### config.mk
export PLATFORM = sky130hd
export DESIGN_NAME = alu_sequencer
export DESIGN_NICKNAME = d
export VERILOG_FILES = /design/src/rtl/alu_pkg.sv /design/src/rtl/btn_edge_sync.sv /design/src/rtl/alu_sequencer.sv
export SDC_FILE = /design/constraint.sdc
export NUM_CORES = 1
export LEC_CHECK = 0
export ABC_AREA = 1
export BUFFER_PORTS_ARGS = -buffer_cell sky130_fd_sc_hd__buf_2
export CAP_MARGIN = 40
export CORE_ASPECT_RATIO = 1.1
export CORE_MARGIN = 5
export CORE_UTILIZATION = 48
export CTS_CLUSTER_SIZE = 25
export DETAILED_ROUTE_END_ITERATION = 10
export PLACE_DENSITY = 0.77
export SLEW_MARGIN = 5
export SYNTH_ARGS = -nofsm -noshare
export SYNTH_HDL_FRONTEND = slang
export SYNTH_HIERARCHICAL = 1
export SYNTH_SLANG_ARGS = --single-unit
### constraint.sdc
create_clock -name clk -period 1.32 [get_ports clk]
set_input_delay 0.264 -clock clk [delete_from_list [all_inputs] [get_ports clk]]
set_output_delay 0.264 -clock clk [all_outputs]
set_load 0.005 [all_outputs]
### src/rtl/alu_pkg.sv
// Definitions shared by the ALU and its front-end sequencer: opcodes, FSM encoding and
// the legal-opcode check used by the optional ALU_SEQ_OPCODE_CHECK_EN build.
package alu_pkg;

    localparam logic [5:0] OP_ADD = 6'b100000;
    localparam logic [5:0] OP_SUB = 6'b100010;
    localparam logic [5:0] OP_AND = 6'b100100;
    localparam logic [5:0] OP_OR  = 6'b100101;
    localparam logic [5:0] OP_XOR = 6'b100110;
    localparam logic [5:0] OP_SRA = 6'b000011;
    localparam logic [5:0] OP_SRL = 6'b000010;
    localparam logic [5:0] OP_NOR = 6'b100111;

    // Encoding is visible on the debug LEDs, so values are fixed.
    typedef enum logic [2:0] {
        StWaitA  = 3'd0,
        StWaitB  = 3'd1,
        StWaitOp = 3'd2,
        StExec   = 3'd3,
        StShow   = 3'd4
    } state_t;

    function automatic logic opcode_legal(input logic [5:0] op);
        case (op)
            OP_ADD, OP_SUB, OP_AND, OP_OR, OP_XOR, OP_SRA, OP_SRL, OP_NOR: return 1'b1;
            default:                                                       return 1'b0;
        endcase
    endfunction

endpackage

### src/rtl/btn_edge_sync.sv
// Two-flop synchroniser for an asynchronous push-button followed by a delay flop;
// emits a single-cycle pulse on each rising edge, however long the button is held.
module btn_edge_sync (
    input  logic clk,
    input  logic i_rst_n,
    input  logic i_btn,
    output logic o_edge
);

    logic sync1_q, sync2_q, delay_q;

    always_ff @(posedge clk or negedge i_rst_n) begin
        if (!i_rst_n) begin
            sync1_q <= 1'b0;
            sync2_q <= 1'b0;
            delay_q <= 1'b0;
        end else begin
            sync1_q <= i_btn;
            sync2_q <= sync1_q;
            delay_q <= sync2_q;
        end
    end

    assign o_edge = sync2_q & ~delay_q;

endmodule

### src/rtl/alu_sequencer.sv
// Front-end controller for the board ALU: loads A, B and opcode from switches on button
// edges, runs one ALU cycle and latches the result. ALU_SEQ_OPCODE_CHECK_EN rejects bad opcodes.
module alu_sequencer
    import alu_pkg::*;
#(
    parameter int unsigned NB_DATA = 4,
    parameter int unsigned NB_OP   = 6,
    parameter int unsigned NB_SW   = 8
) (
    input  logic               clk,
    input  logic               i_rst_n,
    input  logic [NB_SW-1:0]   i_sw,
    input  logic               i_btn_a,
    input  logic               i_btn_b,
    input  logic               i_btn_op,
    output logic [NB_DATA-1:0] o_datoA,
    output logic [NB_DATA-1:0] o_datoB,
    output logic [NB_OP-1:0]   o_operation,
    input  logic [NB_DATA-1:0] i_result,
    output logic [NB_DATA-1:0] o_leds,
`ifdef ALU_SEQ_OPCODE_CHECK_EN
    output logic               o_op_err,
`endif
    output logic [2:0]         o_state,
    output logic               o_done
);

    logic edge_a, edge_b, edge_op;

    btn_edge_sync u_sync_a  (.clk(clk), .i_rst_n(i_rst_n), .i_btn(i_btn_a),  .o_edge(edge_a));
    btn_edge_sync u_sync_b  (.clk(clk), .i_rst_n(i_rst_n), .i_btn(i_btn_b),  .o_edge(edge_b));
    btn_edge_sync u_sync_op (.clk(clk), .i_rst_n(i_rst_n), .i_btn(i_btn_op), .o_edge(edge_op));

    state_t             state_q, state_d;
    logic [NB_DATA-1:0] dato_a_q, dato_a_d;
    logic [NB_DATA-1:0] dato_b_q, dato_b_d;
    logic [NB_OP-1:0]   op_q, op_d;
    logic [NB_DATA-1:0] leds_q, leds_d;
`ifdef ALU_SEQ_OPCODE_CHECK_EN
    logic               op_err_q, op_err_d;
`endif

    always_ff @(posedge clk or negedge i_rst_n) begin
        if (!i_rst_n) begin
            state_q  <= StWaitA;
            dato_a_q <= '0;
            dato_b_q <= '0;
            op_q     <= NB_OP'(OP_ADD);
            leds_q   <= '0;
`ifdef ALU_SEQ_OPCODE_CHECK_EN
            op_err_q <= 1'b0;
`endif
        end else begin
            state_q  <= state_d;
            dato_a_q <= dato_a_d;
            dato_b_q <= dato_b_d;
            op_q     <= op_d;
            leds_q   <= leds_d;
`ifdef ALU_SEQ_OPCODE_CHECK_EN
            op_err_q <= op_err_d;
`endif
        end
    end

    // Edges not expected in the current state simply fall through and are lost.
    always_comb begin
        state_d  = state_q;
        dato_a_d = dato_a_q;
        dato_b_d = dato_b_q;
        op_d     = op_q;
        leds_d   = leds_q;
        o_done   = 1'b0;
`ifdef ALU_SEQ_OPCODE_CHECK_EN
        op_err_d = 1'b0;
`endif
        case (state_q)
            StWaitA, StShow: begin
                if (edge_a) begin
                    dato_a_d = i_sw[NB_DATA-1:0];
                    state_d  = StWaitB;
                end
            end
            StWaitB: begin
                if (edge_b) begin
                    dato_b_d = i_sw[NB_DATA-1:0];
                    state_d  = StWaitOp;
                end
            end
            StWaitOp: begin
                if (edge_op) begin
`ifdef ALU_SEQ_OPCODE_CHECK_EN
                    if (opcode_legal(6'(i_sw[NB_OP-1:0]))) begin
                        op_d    = i_sw[NB_OP-1:0];
                        state_d = StExec;
                    end else begin
                        op_err_d = 1'b1;
                    end
`else
                    op_d    = i_sw[NB_OP-1:0];
                    state_d = StExec;
`endif
                end
            end
            StExec: begin
                // Operands have been registered for a full cycle, so i_result is settled.
                leds_d  = i_result;
                o_done  = 1'b1;
                state_d = StShow;
            end
            default: state_d = StWaitA;
        endcase
    end

    if (NB_SW > NB_OP) begin : g_sw_unused
        logic unused_sw;
        assign unused_sw = ^i_sw[NB_SW-1:NB_OP];
    end

    assign o_datoA     = dato_a_q;
    assign o_datoB     = dato_b_q;
    assign o_operation = op_q;
    assign o_leds      = leds_q;
    assign o_state     = 3'(state_q);
`ifdef ALU_SEQ_OPCODE_CHECK_EN
    assign o_op_err    = op_err_q;
`endif

endmodule

# == Word-level counts from Yosys, hierarchy flattened ==
# Cells that the tools add are included.
# word_totals
register_bits,30
out_inout_bits,22
word_cells,38
# op_classes
n_eq_ne,7
muxes,5
bitwise_logic,6
n_reduce_logical,6
# ops
operator,count
one-hot mux 3 bit (4 select lines),1
2-to-1 mux 3 bit,3
== test 3 x 2 -> 1 bit (second input constant),2
inequality test 2 bit (second input constant),3
AND reduction 2 bit,3
bitwise AND 1 bit,3
== test 3 x 1 -> 1 bit (second input constant),1
== test 3 bit (second input constant),1
zero test 3 bit,1
inverter 1 bit,3
AND reduction 3 bit,1
OR reduction 2 bit,1
2-to-1 mux 1 bit,1

# == Logic depth before layout (Yosys ltp) ==
# logic_depth
word_depth,4
depth_mapped,7

# == By module ==
# Netlist, hierarchy kept.
# by_module_without_submodules
mod,n_inst,cells_per_inst,area_per_inst_um2,seq_area_each_um2
alu_sequencer,1,96,895.9,526.8
btn_edge_sync,3,5,85.1,75.1

# == Worst setup path before layout ==
# No wires, ideal clock.
# synth_path
kind,flip-flop to flip-flop
from,"register state_q[2], in the netlist o_state[2]"
to,"register op_q[2], in the netlist o_operation[2]"
setup_ns,0.118
arrival_time_ns,0.974
required_time_ns,1.202
path_slack_ns,0.228
path_stages_with_launch,6
period_less_slack_ns,1.092
cell_sequence,dfrtp_1 nor2_1 nand3_1 buf_6 nand2_2 o21ai_2
# synth_between
elab_chain_cells,2
# synth_lines
element,line,rtl
"start, declared",alu_sequencer.sv:34,"state_t state_q, state_d;"
"start signal, assigned",alu_sequencer.sv:45,state_q <= StWaitA;
"start signal, assigned",alu_sequencer.sv:54,state_q <= state_d;
== test 3 x 2 -> 1 bit,alu_sequencer.sv:76,case (state_q)
AND reduction 2 bit (no source line),--,
"end signal, assigned",alu_sequencer.sv:48,op_q <= NB_OP'(OP_ADD);
"end signal, assigned",alu_sequencer.sv:57,op_q <= op_d;
"end, declared",alu_sequencer.sv:37,"logic [NB_OP-1:0] op_q, op_d;"
# No other way between the ends.
# A chain may end at the register's enable or synchronous reset.

# == Worst setup path in the final report ==
# layout_path
from,"register state_q[2], in the netlist o_state[2]"
to,output port o_done
# layout_between
elab_chain_cells,2
# layout_lines
element,line,rtl
== test 3 x 2 -> 1 bit,alu_sequencer.sv:76,
2-to-1 mux 1 bit,alu_sequencer.sv:76,
"end, declared",alu_sequencer.sv:25,output logic o_done
# No other way between the ends.

==> results.toml <==
[outcome]
status = "complete, but fails checks"
violations = "negative setup slack"

[floorplan]
die_h_um = 61.36
die_area_um2 = 3479
rows = 18
start_util_pct = 50.61
core-area_um2 = 2275
die_w_um = 56.69
io_pins = 39

[min_path]
holdPathEnd = "u_sync_a/sync1_q$_DFF_PN0_"
hold_path_depth = 1
hold_class = "input pin to register"
holdCritStartpoint = "i_btn_a"

[clock_tree]
cts-root-to-sink-buffers = 2
cts_max_level = 2
cts_sinks = 30
cts_made_buffers = 5
worstSkewPairLatency_ps = 330
tritoncts = "built"
cts_root_buf = "clkbuf_4"
path_clk_slew_ps = 100

[critical_path]
cp_data_required_time_ps = 1060
timing.rr.start = "o_state[2]$_DFFE_PN0P_"
worst-r2r-cell-count = 6
path_class = "register to primary output"
max_stage_delay_ps = 430
cp_num_buf_inv = 2
path_max_fanout = 2
arrival_ps = 1060
reg2reg_to = "o_operation[1]$_DFFE_PN0P_"
rrSetupSlack_ps = 90
crit_path_cell_trace = "nor2_4 -> nand2_2 -> inv_2 -> buf_6"
cp-end-kind = "primary output"
cp_slowest_cell = "dfrtp_2"
crit_family = "flip-flops"
cp-start-kind = "register"

[yosys]
synth_area_leader_cell = "dfrtp_1"
synth.top_cell.area_share_pct = 63.04
yosysWarnings = 6
synth.area.top_cells = "dfrtp_1 (63%), nand2_1 (9.5%), o21ai_2 (4.6%), inv_1 (4.2%), o21ai_1 (3.5%)"
synth_cell_types = 16
synth_area_um2 = 1151
seq_area_frac_synth_pct = 65.33
synthCells = 111
syn-num-nets = 128
yosys_register_bits = 30
syn_area_per_cell_um2 = 10.37

[cells_and_area]
drive_gt1_share_pct = 46.01
multi_input_area_um2 = 327.8
area_growth_pct = 31.52
stdcell_count = 193
num_antenna_cells = 0
ff_latch_area_um2 = 755.7
fin_nets = 179
fillers = 200

[route]
drt_iter0_drc = 28
drc = 0
drtPass1Iterations = 4
ant_nets = 0
wirelength_um = 2345
wl_per_cell_um = 12.15
via_per_inst = 4.679
vias = 903

[timing]
setup_tns_ps = -7.791
finalHoldViolCount = 0
tightest_slew_ps = 379.7
rsz0062_at_grt = "true"
slew_viol_final = 0
postLayoutSetupSlackWorst_ps = -7.791
min_period_ps = 1328
clock_skew_ps = 7.684
holdWs_ps = 35.33
timing.fmax_ghz = 0.7531
max-slew-margin-rel_pct = 74.69
finalSetupViolCount = 1
finalCritPeriodShare_pct = 100.6

[power_and_ir_drop]
ir_worst_vdd_mv = 1.438
p_per_area_nw_per_um2 = 2166
total_power_w = 0.003280
p_leak_nw = 0.8250

[global_route]
grt_pass1_wl_um = 4022
first_global_vias = 930
grt_max_degree = 17
gr-usage-all-layers_pct = 15.81
grt_overflow = 0
antenna_found_initial = 0

[run]
maxCapViolations = 0

[placement]
dp.cells = 179
globalplace.congestion = 0.6987
io_buffers = 36
dp_slack_ps = 157.5
dp_hpwl_um = 1687
## worst max-delay path by stage
stage                           startpoint                         end  slack [ps]  depth (start not counted)
floorplan           o_state[2]$_DFFE_PN0P_  o_operation[2]$_DFFE_PN0P_         230                          5
global placement    o_state[2]$_DFFE_PN0P_  o_operation[1]$_DFFE_PN0P_         180                          5
detailed placement  o_state[2]$_DFFE_PN0P_  o_operation[1]$_DFFE_PN0P_         160                          5
CTS                 o_state[0]$_DFFE_PN0P_                      o_done         -40                          5
global route        o_state[0]$_DFFE_PN0P_                      o_done         -90                          5
finish              o_state[2]$_DFFE_PN0P_                      o_done          -8                          4
## report_power, final
part / internal [W] / switching [W]
sequential: 0.00127 / 0.000219
clock: 0.000258 / 0.000306
combinational: 0.000608 / 0.000621
## state kept, by name, summed over array words and instances, names as in the netlist
name               count
u_sync_op/delay_q      1
u_sync_a/sync2_q       1
o_operation            6
u_sync_a/sync1_q       1
u_sync_b/sync2_q       1
o_state                3
o_leds                 4
u_sync_op/sync2_q      1
u_sync_b/delay_q       1
u_sync_b/sync1_q       1
u_sync_op/sync1_q      1
o_datoA                4
u_sync_a/delay_q       1
o_datoB                4
## worst reg2reg max path, cell delays in order (launching register included)
cell	delay [ps]
dfrtp_2	430
buf_4	150
nor2_1	140
nand3_1	100
buf_6	170
nand2_1	90
o21ai_2	50
## cell usage after synthesis (all sizes together)
library cell / n
inv: 16
a21oi: 1
nand4: 2
buf: 1
nand2: 35
o21ai: 14
dfrtp: 29
nand3: 5
dfstp: 1
nor2: 7
## what timing repair did
action / CTS / global route
hold endpoints to repair: 15 / 0
setup buffers: 5 / 0
setup endpoints to repair: 1 / 4
hold buffers: 1 / 0
resized for setup: 3 / 2
pin swaps: 1 / 0
## per-layer routing
| metal | vias up | share of wire [%] | track usage [%] |
|---|---|---|---|
| met1 | 421 | 42 | 18.11 |
| met2 | 33 | 47 | 25.25 |
| li1 | 445 | - | - |
| met5 | - | 0 | 0 |
| met4 | 0 | 1.5 | 7.119 |
| met3 | 4 | 9.4 | 7.966 |
## final cells by class
class                           instances  share of cell area [%]
Sequential cell                        30                   49.92
Multi-Input combinational cell         64                   21.65
Timing Repair Buffer                   45                   18.02
Inverter                               16                   3.967
Clock buffer                            7                   3.636
Tap cell                               30                   2.479
Clock inverter                          1                  0.3306
## per-stage QoR
step,util [%],cell area (um^2)
after global routing,66.56,1514
after global placement,61.22,1393
after detailed placement,61.22,1393
after floorplan,-,1151
final,66.56,1514
after CTS,66.12,1504
## cells in the final DEF (no fill, tap or decap), types with 4 or more instances in the layout
cell / count
nand2_1: 29
buf_2: 35
o21ai_2: 6
nand2_2: 6
nand3_1: 4
buf_4: 6
clkbuf_4: 5
dfrtp_1: 26
o21ai_1: 8
inv_1: 13
## cell families after synthesis
kind of cell | share of synthesized area [%]
simple gates | 20.00
flops | 65.33
buf+inv | 6.196
compound gates | 8.478
No activity file was read; power rests on OpenSTA's default activity.
